--- src/rtl/cache_mem_arbiter.sv ---
// cache_mem_arbiter
//   Shares the single physical-memory port between the I-cache and the D-cache.
//   One line transaction is in flight at a time. The D-cache wins ties, but a
//   streak counter hands the port to a waiting I-cache after MAX_D_STREAK
//   consecutive contested D grants. The winner's address and write data are
//   latched at grant, so the physical port sees stable values for the whole
//   transaction.
//
// Ports
//   clk, rst_n                        clock, asynchronous active-low reset
//   i_pmem_read/address               I-cache line read request
//   i_pmem_rdata/resp                 data and one-cycle completion to the I-cache
//   d_pmem_read/write/address/wdata   D-cache line read / writeback request
//   d_pmem_rdata/resp                 data and one-cycle completion to the D-cache
//   pmem_read/write/address/wdata     physical memory request (latched)
//   pmem_rdata/resp                   physical memory data and completion
//   arb_busy                          high in every state except IDLE
module cache_mem_arbiter #(
  parameter int ADDR_WIDTH   = 16,
  parameter int LINE_WIDTH   = 128,
  parameter int MAX_D_STREAK = 4
) (
  input  logic                  clk,
  input  logic                  rst_n,
  input  logic                  i_pmem_read,
  input  logic [ADDR_WIDTH-1:0] i_pmem_address,
  output logic [LINE_WIDTH-1:0] i_pmem_rdata,
  output logic                  i_pmem_resp,
  input  logic                  d_pmem_read,
  input  logic                  d_pmem_write,
  input  logic [ADDR_WIDTH-1:0] d_pmem_address,
  input  logic [LINE_WIDTH-1:0] d_pmem_wdata,
  output logic [LINE_WIDTH-1:0] d_pmem_rdata,
  output logic                  d_pmem_resp,
  output logic                  pmem_read,
  output logic                  pmem_write,
  output logic [ADDR_WIDTH-1:0] pmem_address,
  output logic [LINE_WIDTH-1:0] pmem_wdata,
  input  logic [LINE_WIDTH-1:0] pmem_rdata,
  input  logic                  pmem_resp,
  output logic                  arb_busy
);

  typedef enum logic [2:0] {
    IDLE,
    SERVE_I,
    SERVE_D_RD,
    SERVE_D_WR,
    RECOVER
  } state_t;

  localparam logic [3:0] STREAK_LIMIT = 4'(MAX_D_STREAK);

  state_t                state;
  logic [3:0]            streak;
  logic [ADDR_WIDTH-1:0] addr_q;
  logic [LINE_WIDTH-1:0] wdata_q;

  logic i_req;
  logic d_req;
  logic contested;
  logic grant_i;
  logic grant_d;
  logic serving_d;

  assign i_req     = i_pmem_read;
  assign d_req     = d_pmem_read | d_pmem_write;
  assign contested = i_req & d_req;

  // D wins a contested grant until it has taken STREAK_LIMIT of them in a row;
  // an uncontested requester always wins.
  assign grant_d = d_req & (~i_req | (streak < STREAK_LIMIT));
  assign grant_i = i_req & ~grant_d;

  always_ff @(posedge clk or negedge rst_n) begin
    if (!rst_n) begin
      state   <= IDLE;
      streak  <= 4'd0;
      addr_q  <= '0;
      wdata_q <= '0;
    end else begin
      case (state)
        IDLE: begin
          if (grant_d) begin
            // A simultaneous read+write from the D-cache is executed as a write.
            state   <= d_pmem_write ? SERVE_D_WR : SERVE_D_RD;
            addr_q  <= d_pmem_address;
            wdata_q <= d_pmem_wdata;
            streak  <= contested ? streak + 4'd1 : 4'd0;
          end else if (grant_i) begin
            state   <= SERVE_I;
            addr_q  <= i_pmem_address;
            wdata_q <= '0;
            streak  <= 4'd0;
          end
        end
        SERVE_I, SERVE_D_RD, SERVE_D_WR: begin
          if (pmem_resp) state <= RECOVER;
        end
        // One dead cycle so a requester that drops its request after resp is
        // never granted a second time on a stale request.
        RECOVER: state <= IDLE;
        default: state <= IDLE;
      endcase
    end
  end

  // Strobes and responses are decoded from the state register so they never
  // follow requester inputs while a transaction is in flight.
  assign serving_d    = (state == SERVE_D_RD) || (state == SERVE_D_WR);
  assign pmem_read    = (state == SERVE_I) || (state == SERVE_D_RD);
  assign pmem_write   = (state == SERVE_D_WR);
  assign pmem_address = addr_q;
  assign pmem_wdata   = wdata_q;
  assign arb_busy     = (state != IDLE);

  assign i_pmem_resp  = (state == SERVE_I) && pmem_resp;
  assign d_pmem_resp  = serving_d && pmem_resp;
  assign i_pmem_rdata = pmem_rdata;
  assign d_pmem_rdata = pmem_rdata;

endmodule

--- config.mk ---
export PLATFORM = sky130hd
export DESIGN_NAME = cache_mem_arbiter
export DESIGN_NICKNAME = d
export VERILOG_FILES = /design/src/rtl/cache_mem_arbiter.sv
export SDC_FILE = /design/constraint.sdc
export NUM_CORES = 1
export LEC_CHECK = 0
export ABC_CLOCK_PERIOD_IN_PS = 2300
export BUFFER_PORTS_ARGS = -buffer_cell sky130_fd_sc_hd__buf_2
export CAP_MARGIN = 0
export CORE_AREA = 4 4 269 271
export DETAILED_ROUTE_END_ITERATION = 16
export DIE_AREA = 0 0 273 275
export GPL_TIMING_DRIVEN = 1
export PLACE_DENSITY = 0.34
export SETUP_SLACK_MARGIN = 0.02
export SYNTH_ARGS = -nofsm -noshare
export SYNTH_HDL_FRONTEND = slang
export SYNTH_SLANG_ARGS = --single-unit
--- constraint.sdc ---
create_clock -name clk -period 2.3 [get_ports clk]
set_clock_uncertainty 0.15 [all_clocks]
set_input_delay 0.23 -clock clk [delete_from_list [all_inputs] [get_ports clk]]
set_output_delay 0.23 -clock clk [all_outputs]
set_load 0.02 [all_outputs]
==> flow_summary.json, run 1 <==
{
  "grt_max_degree": 52,
  "dpl.hpwl_mm": 19.5,
  "die-width_um": 273,
  "grt_setup_unrepaired": "false",
  "die_area_um2": 75100,
  "yosysTopAreaCell": "dfrtp_1",
  "grt_pass1_vias": 6290,
  "start_util_pct": 10.9,
  "min_period_ns": 2.25,
  "power_density_nw_per_um2": 1340,
  "yosysMostFrequentCell": "buf_4",
  "fin_ws_ns": 0.0529,
  "ioPinCount": 699,
  "synthDistinctLibCells": 33,
  "tightest_slew_ns": 0.641,
  "numCtsBuffers": 17,
  "cts_root_buf": "clkbuf_16",
  "cp-startpoint": "i_pmem_read",
  "maxCapViolCount": 0,
  "tritoncts": "done",
  "cp-start-kind": "input pin",
  "die_h_um": 275,
  "yosysWarnings": 0,
  "routed_wl_mm": 27.6,
  "worst-r2r-setup-slack_ns": 0.13,
  "drive_gt1_share_pct": 42.0,
  "clk_pin_slew_ns": 0.08,
  "grt_pass1_wl_mm": 39.8,
  "route.detailed.drc": 0,
  "synth.top_cell.area_share_pct": 49.6,
  "period_share_pct": 97.7,
  "ys_seq_area_share_pct": 49.6,
  "portBuffers": 314,
  "tns_ns": 0,
  "multi_input_area_um2": 1690,
  "syn_inst": 671,
  "r2r_start": "state[1]",
  "gp_congestion": 0.705,
  "slew_violations": 0,
  "async_reset_ff_share_pct": 100,
  "status": "completed",
  "ys.flop_type": "dfrtp_1",
  "critPathRequiredTime_ns": 2.56,
  "syn_avg_cell_area_um2": 11.4,
  "grt_use_total_pct": 7.22,
  "crit_fanout": 6,
  "grt_overflow_total": 0,
  "slew_headroom_pct": 57.3,
  "drt_pass1_iterations": 4,
  "num_rows": 97,
  "yosys-top-cells-count": "buf_4 (276), dfrtp_1 (151), a22o_1 (128)",
  "synth_fp_nets": 966,
  "final_nets": 1201,
  "htreeDepth": 4,
  "leakage_nw": 5.01,
  "ys_top_cells_by_area": "dfrtp_1 (50%), buf_4 (27%), a22o_1 (15%), a31oi_1 (1.4%), a21oi_1 (1.1%)",
  "wl_per_cell_um": 14.8,
  "netlist_area_um2": 7620,
  "clockBufferDepth": 2,
  "synth-seq-cells": 151,
  "ir_worst_vdd_uv": 454,
  "reg2reg_depth": 6,
  "reg2reg_to": "pmem_address[2]",
  "arrival_ns": 2.51,
  "clkLatencyLatePin_ns": 0.47,
  "grt_antenna_before_repair": 7,
  "synth_edf_count": 0,
  "fmax_ghz": 0.445,
  "dr.first_iter.drc_count": 179,
  "finalHoldViolations": 0,
  "cts_sinks": 151,
  "ff_latch_area_um2": 3780,
  "viasPerCell": 3.12,
  "critPathKind": "input pin to flop",
  "pre_cts_slack_ns": 0.263,
  "num_vias": 5799,
  "min_path_type": "input pin to async pin",
  "end_kind": "flop",
  "syn2layout_area_growth_pct": 42.3,
  "finalSetupViolations": 0,
  "core-area_um2": 69800,
  "ant_nets": 0,
  "final.fill_count": 7786
}
## registers in the layout, summed over array words and instances (netlist names)
register,cells
pmem_wdata,128
streak,4
state,3
pmem_address,16
## kinds of logic after synthesis
family / share of synthesized area, %
AO/OA/AOI/OAI: 18.7
XOR/XNOR: 0.115
adder cells (fa/ha/maj): 0.164
buffers and inverters: 28.5
flip-flops: 49.6
multiplexers: 0.131
AND/OR/NAND/NOR: 2.87
## report_power, final
group | switching [mW] | internal (mW) | leakage (nW)
Clock | 1.37 | 1.64 | 0.287
Combinational | 4.05 | 2.90 | 2.85
Sequential | 0.695 | 3.91 | 1.87
Total | 6.12 | 8.45 | 5.01
## cell usage in the layout (no fill, tap or decap), types with 3 or more instances in the layout
| cell | instances |
|---|---|
| o21ai_0 | 16 |
| buf_4 | 25 |
| a22o_1 | 128 |
| buf_12 | 8 |
| clkbuf_16 | 17 |
| buf_2 | 313 |
| dlygate4sd3_1 | 164 |
| a31oi_1 | 17 |
| nand3_1 | 17 |
| clkinvlp_4 | 3 |
| dfrtp_1 | 151 |
| a21oi_1 | 17 |
| nor3b_1 | 3 |
| inv_6 | 7 |
| nor2_1 | 4 |
## worst max-delay path: stages
cell,delay [ns]
dlygate4sd3_1,0.53
buf_2,0.15
or3_1,0.47
and2_1,0.24
buf_4,0.17
a31oi_1,0.15
dlygate4sd3_1,0.57
## worst max-delay path by stage
stage | slack (ns) | to | cells past startpoint
floorplan | 0.58 | pmem_wdata[100] | 7
global placement | 0.28 | pmem_wdata[42] | 6
detailed placement | 0.26 | pmem_wdata[42] | 6
CTS | 0.05 | pmem_address[2] | 6
global route | 0.02 | pmem_address[3] | 7
finish | 0.05 | pmem_address[2] | 7
## layout make-up
| cell class | count | area share (%) |
|---|---|---|
| antenna | 2 | 0.0461 |
| clock buffer | 17 | 3.92 |
| clock inverter | 15 | 1.66 |
| inverter | 2 | 0.0692 |
| multi-input combinational | 222 | 15.6 |
| sequential | 151 | 34.8 |
| tap | 940 | 10.8 |
| timing repair buffer | 512 | 33.0 |
## layer usage
| layer | GRT usage (%) | part of all wire (%) | wire length (µm) |
|---|---|---|---|
| met5 | 0 | 0.10 | 28 |
| met4 | 5.08 | 5.0 | 1380 |
| met3 | 4.42 | 13 | 3590 |
| met2 | 10.8 | 44 | 12100 |
| met1 | 7.52 | 38 | 10500 |
## metrics by stage
step           utilization (%)  instance area, µm²  instances  power [mW]  hold slack (ns)
2_1_floorplan                -                7620        671        9.36           -0.216
3_3_place_gp              12.3                8580       1662        11.4            0.137
3_5_place_dp              12.3                8580       1662        11.4            0.136
4_1_cts                   15.5               10800       1858        14.9            0.144
5_1_grt                   15.5               10800       1859        15.6            0.175
6_report                  15.5               10800       1861        14.6            0.165
## repair_timing
item	in CTS	in global routing
hold buffers	164	0
gates resized for setup	0	2
endpoints found under the hold margin	189	0
endpoints found under the setup margin	0	7
buffers inserted	0	1
Power figures use the tool's default switching activity.
==> inputs of run 2 (changes only) <==
Settings changed: CORE_AREA 4 4 269 271 to 4 4 272 274, DIE_AREA 0 0 273 275 to 0 0 276 278, PLACE_DENSITY 0.34 to 0.33.
==> flow_summary.json, run 2 (synthesis gave the netlist of run 1 again) <==
{
  "period_share_pct": 91.3,
  "gp_congestion": 0.717,
  "maxCapViolCount": 0,
  "die-width_um": 276,
  "min_period_ns": 2.10,
  "crit_fanout": 18,
  "slew_headroom_pct": 51.3,
  "die_area_um2": 76700,
  "dpl.hpwl_mm": 20.2,
  "numCtsBuffers": 17,
  "fin_area_um2": 10800,
  "route.detailed.drc": 0,
  "layout_commonest_cell": "buf_2",
  "portBuffers": 314,
  "critPathKind": "flop to flop",
  "grt_overflow_total": 0,
  "routed_wl_mm": 28.2,
  "grt_pass1_wl_mm": 41.5,
  "dpl-instance-area_um2": 8570,
  "status": "completed",
  "grt_use_total_pct": 7.24,
  "finalPower_mw": 14.5,
  "largest_reg_flops": 128,
  "die_h_um": 278,
  "viasPerCell": 3.10,
  "end_kind": "flop",
  "cp-start-kind": "flop",
  "fmax_ghz": 0.476,
  "arrival_ns": 2.25,
  "grt_max_degree": 60,
  "clk_pin_slew_ns": 0.07,
  "num_vias": 5781,
  "power_density_nw_per_um2": 1340,
  "tightest_slew_ns": 0.730,
  "reg2reg_depth": 4,
  "leakage_nw": 5.00,
  "ioPinCount": 699,
  "grt_setup_unrepaired": "false",
  "slew_violations": 0,
  "cts_setup_buffers": 0,
  "ir_worst_vdd_uv": 437,
  "tns_ns": 0,
  "core-area_um2": 71400,
  "reg2reg_to": "streak[0]",
  "num_rows": 98,
  "dr.first_iter.drc_count": 194,
  "antenna_cells": 0,
  "drive_gt1_share_pct": 41.7,
  "grt_pass1_vias": 6395,
  "start_util_pct": 10.7,
  "drt_pass1_iterations": 4,
  "grt_antenna_before_repair": 0,
  "finalSetupViolations": 0,
  "final_nets": 1197,
  "cts_root_buf": "clkbuf_16",
  "finalHoldViolations": 0,
  "tritoncts": "done",
  "clockBufferDepth": 2,
  "syn2layout_area_growth_pct": 41.9,
  "wl_per_cell_um": 15.1,
  "min_path_type": "input pin to async pin",
  "crit_path_cell_trace": "nor3_4 > buf_12 > and2_1 > mux2i_1",
  "ant_nets": 0,
  "r2r_start": "state[2]",
  "critPathRequiredTime_ns": 2.45,
  "slowest_delay_ns": 0.61,
  "final_cell_mix": "buf_2 (313), dlygate4sd3_1 (164), dfrtp_1 (151)",
  "htreeDepth": 4,
  "cp_slowest_cell": "and2_1",
  "clkLatencyLatePin_ns": 0.47,
  "cts_sinks": 151,
  "worst-r2r-setup-slack_ns": 0.20
}
-- run 2: layout make-up --
cell class | count | area, µm²
multi-input cells | 222 | 1680
fillers | 7996 | 60500
inverters | 2 | 7.51
well taps | 950 | 1190
clock inverters | 15 | 176
repair buffers | 508 | 3560
clock buffers | 17 | 425
flip-flops and latches | 151 | 3780
-- run 2: where the power goes --
group / total [mW] / switching [mW] / internal [mW]
combinational: 6.84 / 4.01 / 2.82
clock: 3.03 / 1.39 / 1.64
sequential: 4.67 / 0.763 / 3.91
-- run 2: how the worst max path moves through the flow --
stage | startpoint | endpoint | slack [ns]
2_1_floorplan | state[2] | pmem_wdata[100] | 0.58
3_3_place_gp | state[2] | pmem_address[7] | 0.25
3_5_place_dp | state[2] | pmem_address[9] | 0.22
4_1_cts | state[2] | streak[0] | 0.18
5_1_grt | state[2] | pmem_address[5] | 0.07
6_report | state[2] | streak[0] | 0.20
-- run 2: critical path: cells and delay by family (launching register included) --
kind,cells,cell delay (ns)
simple gates,2,0.94
flops,1,0.48
buf+inv,1,0.18
mux,1,0.18
-- run 2: timing repair --
item,in CTS,in global routing
endpoints found under the hold margin,200,0
endpoints found under the setup margin,0,0
resized for setup,0,0
hold buffers,164,0
-- run 2: metal layers --
| metal | vias to the layer above | track usage, % | routed length, µm |
|---|---|---|---|
| met5 | - | 0.794 | 40 |
| met4 | 2 | 4.87 | 1370 |
| met3 | 99 | 3.54 | 2870 |
| met2 | 351 | 11.2 | 13000 |
| met1 | 2755 | 7.82 | 11000 |
| li1 | 2574 | - | - |
-- run 2: through the flow --
stage               setup slack (ns)  std cells  hold slack (ns)  util, %
finish                         0.200       1865            0.196     15.2
global route                  0.0686       1865            0.218     15.2
detailed placement             0.217       1669            0.133     12.0
CTS                            0.181       1865            0.146     15.2
floorplan                      0.584        671           -0.216        -
global placement               0.254       1669            0.128     12.0
==> inputs of run 3 (changes only) <==
Settings changed: ABC_CLOCK_PERIOD_IN_PS 2300 to 2150, BUFFER_PORTS_ARGS -buffer_cell sky130_fd_sc_hd__buf_2 to default, DONT_BUFFER_PORTS from default to 1, PLACE_DENSITY 0.33 to 0.3.
Clock period 2.3 ns to 2.15 ns, I/O delays scaled along.
==> flow_summary.json, run 3 (synthesis gave the netlist of run 1 again) <==
{
  "status": "finished with violations",
  "violations": "hold timing",
  "maxCapViolCount": 0,
  "num_rows": 98,
  "fin_area_um2": 9190,
  "die_area_um2": 76700,
  "p_switching_mw": 6.11,
  "slew_headroom_pct": 58.2,
  "grt_antenna_before_repair": 2,
  "finalSetupViolations": 0,
  "largest_reg_flops": 128,
  "finalHoldViolations": 151,
  "tritoncts": "done",
  "post-route-util_pct": 12.9,
  "critPathKind": "flop to flop",
  "route.detailed.drc": 0,
  "end_kind": "flop",
  "slew_violations": 0,
  "grt_use_total_pct": 6.82,
  "tightest_slew_ns": 0.627,
  "seq_power_share_pct": 48.8,
  "ff_latch_area_um2": 3780,
  "cts_root_buf": "clkbuf_16",
  "die-width_um": 276,
  "ioPinCount": 699,
  "period_share_pct": 98.1,
  "clkPwrFrac_pct": 23.5,
  "dr_wl_met3_mm": 3.57,
  "dpl-instance-area_um2": 6850,
  "fmax_ghz": 0.474,
  "dr.first_iter.drc_count": 188,
  "die_h_um": 278,
  "numCtsBuffers": 17,
  "internal_power_mw": 7.94,
  "crit_fanout": 104,
  "p_sw_share_pct": 43.5,
  "final.fill_count": 8056,
  "drt_pass1_iterations": 4,
  "clockBufferDepth": 2,
  "finalPower_mw": 14.0,
  "highest_layer": "met5",
  "wl_per_cell_um": 17.0,
  "num_vias": 4701,
  "grt_pass1_wl_mm": 37.9,
  "holdBufCountCts": 171,
  "layout_commonest_cell": "dlygate4sd3_1",
  "drive_gt1_share_pct": 9.55,
  "grt_max_degree": 152,
  "cp-start-kind": "flop",
  "viasPerCell": 3.04,
  "cts_setup_buffers": 0,
  "min_path_type": "input pin to async pin",
  "power_density_nw_per_um2": 1530,
  "clkLatencyLatePin_ns": 0.48,
  "fin_ws_ns": 0.0406,
  "cts_sinks": 151,
  "htreeDepth": 4,
  "start_util_pct": 10.7,
  "ir_worst_vdd_uv": 652,
  "grt_pass1_vias": 5180,
  "syn2layout_area_growth_pct": 20.5,
  "portBuffers": 0,
  "leakage_nw": 3.65,
  "hold_ws_ns": -0.723,
  "core-area_um2": 71400,
  "multi_input_area_um2": 1700,
  "min_period_ns": 2.11,
  "fin_cells": 1548,
  "dpl.hpwl_mm": 17.8,
  "pre_cts_slack_ns": 0.103,
  "place_inst": 1344,
  "wl_met1_mm": 9.34,
  "final_cell_mix": "dlygate4sd3_1 (171), dfrtp_1 (151), a22o_1 (128)",
  "grt_overflow_total": 0,
  "clk_pin_slew_ns": 0.07,
  "critPathRequiredTime_ns": 2.39,
  "final_nets": 879,
  "gp_congestion": 0.668,
  "tns_ns": 0,
  "ant_nets": 0,
  "grt_setup_unrepaired": "true",
  "pwr-share-comb_pct": 27.7,
  "wl_met2_mm": 12.1,
  "arrival_ns": 2.35,
  "routed_wl_mm": 26.3
}
==> run 3: area by class of cell <==
cell class                 instances  area share (%)
antenna                            1          0.0272
sequential                       151            41.1
inverter                           2          0.0817
clock buffer                      18            4.67
clock inverter                    14            2.03
multi-input combinational        222            18.5
timing repair buffer             190            20.7
tap                              950            12.9
==> run 3: path summary, 6_finish.rpt <==
kind	end	slack, ns	cells past startpoint	startpoint
setup / recovery	pmem_wdata[5]	0.04	5	state[2]
hold / removal	pmem_wdata[62]	-0.72	0	rst_n
setup reg to reg	pmem_wdata[5]	0.04	5	state[2]
hold reg to reg	streak[0]	0.35	1	streak[0]
max in group asynchronous	pmem_wdata[0]	2.32	0	rst_n
min in group clk	pmem_address[15]	0.06	4	i_pmem_read
==> run 3: layer usage <==
| layer | vias to the layer above | track usage [%] |
|---|---|---|
| li1 | 1937 | - |
| met1 | 2257 | 6.94 |
| met2 | 410 | 10.0 |
| met3 | 93 | 4.71 |
| met4 | 4 | 4.54 |
| met5 | - | 0.916 |
==> run 3: worst max-delay path: stages (launching register included) <==
cell and delay, ns:
dfrtp_1 0.41, nor3_4 0.33, inv_2 0.10, nor3_4 0.24, clkbuf_16 0.33, a22o_1 0.23
==> run 3: repair_timing <==
| action | CTS | global route |
|---|---|---|
| gates resized for setup | 0 | 2 |
| hold endpoints to repair | 301 | 151 |
| setup endpoints to repair | 0 | 30 |
==> run 3: power groups by stage <==
stage / Sequential (mW) / Clock, mW / Combinational [mW]
after global placement: 6.99 / 0 / 3.55
final: 6.85 / 3.31 / 3.89
after global routing: 7.01 / 3.63 / 4.33
after detailed placement: 6.91 / 0 / 3.66
after CTS: 6.88 / 3.54 / 3.97
after floorplan: 6.46 / 0 / 3.55
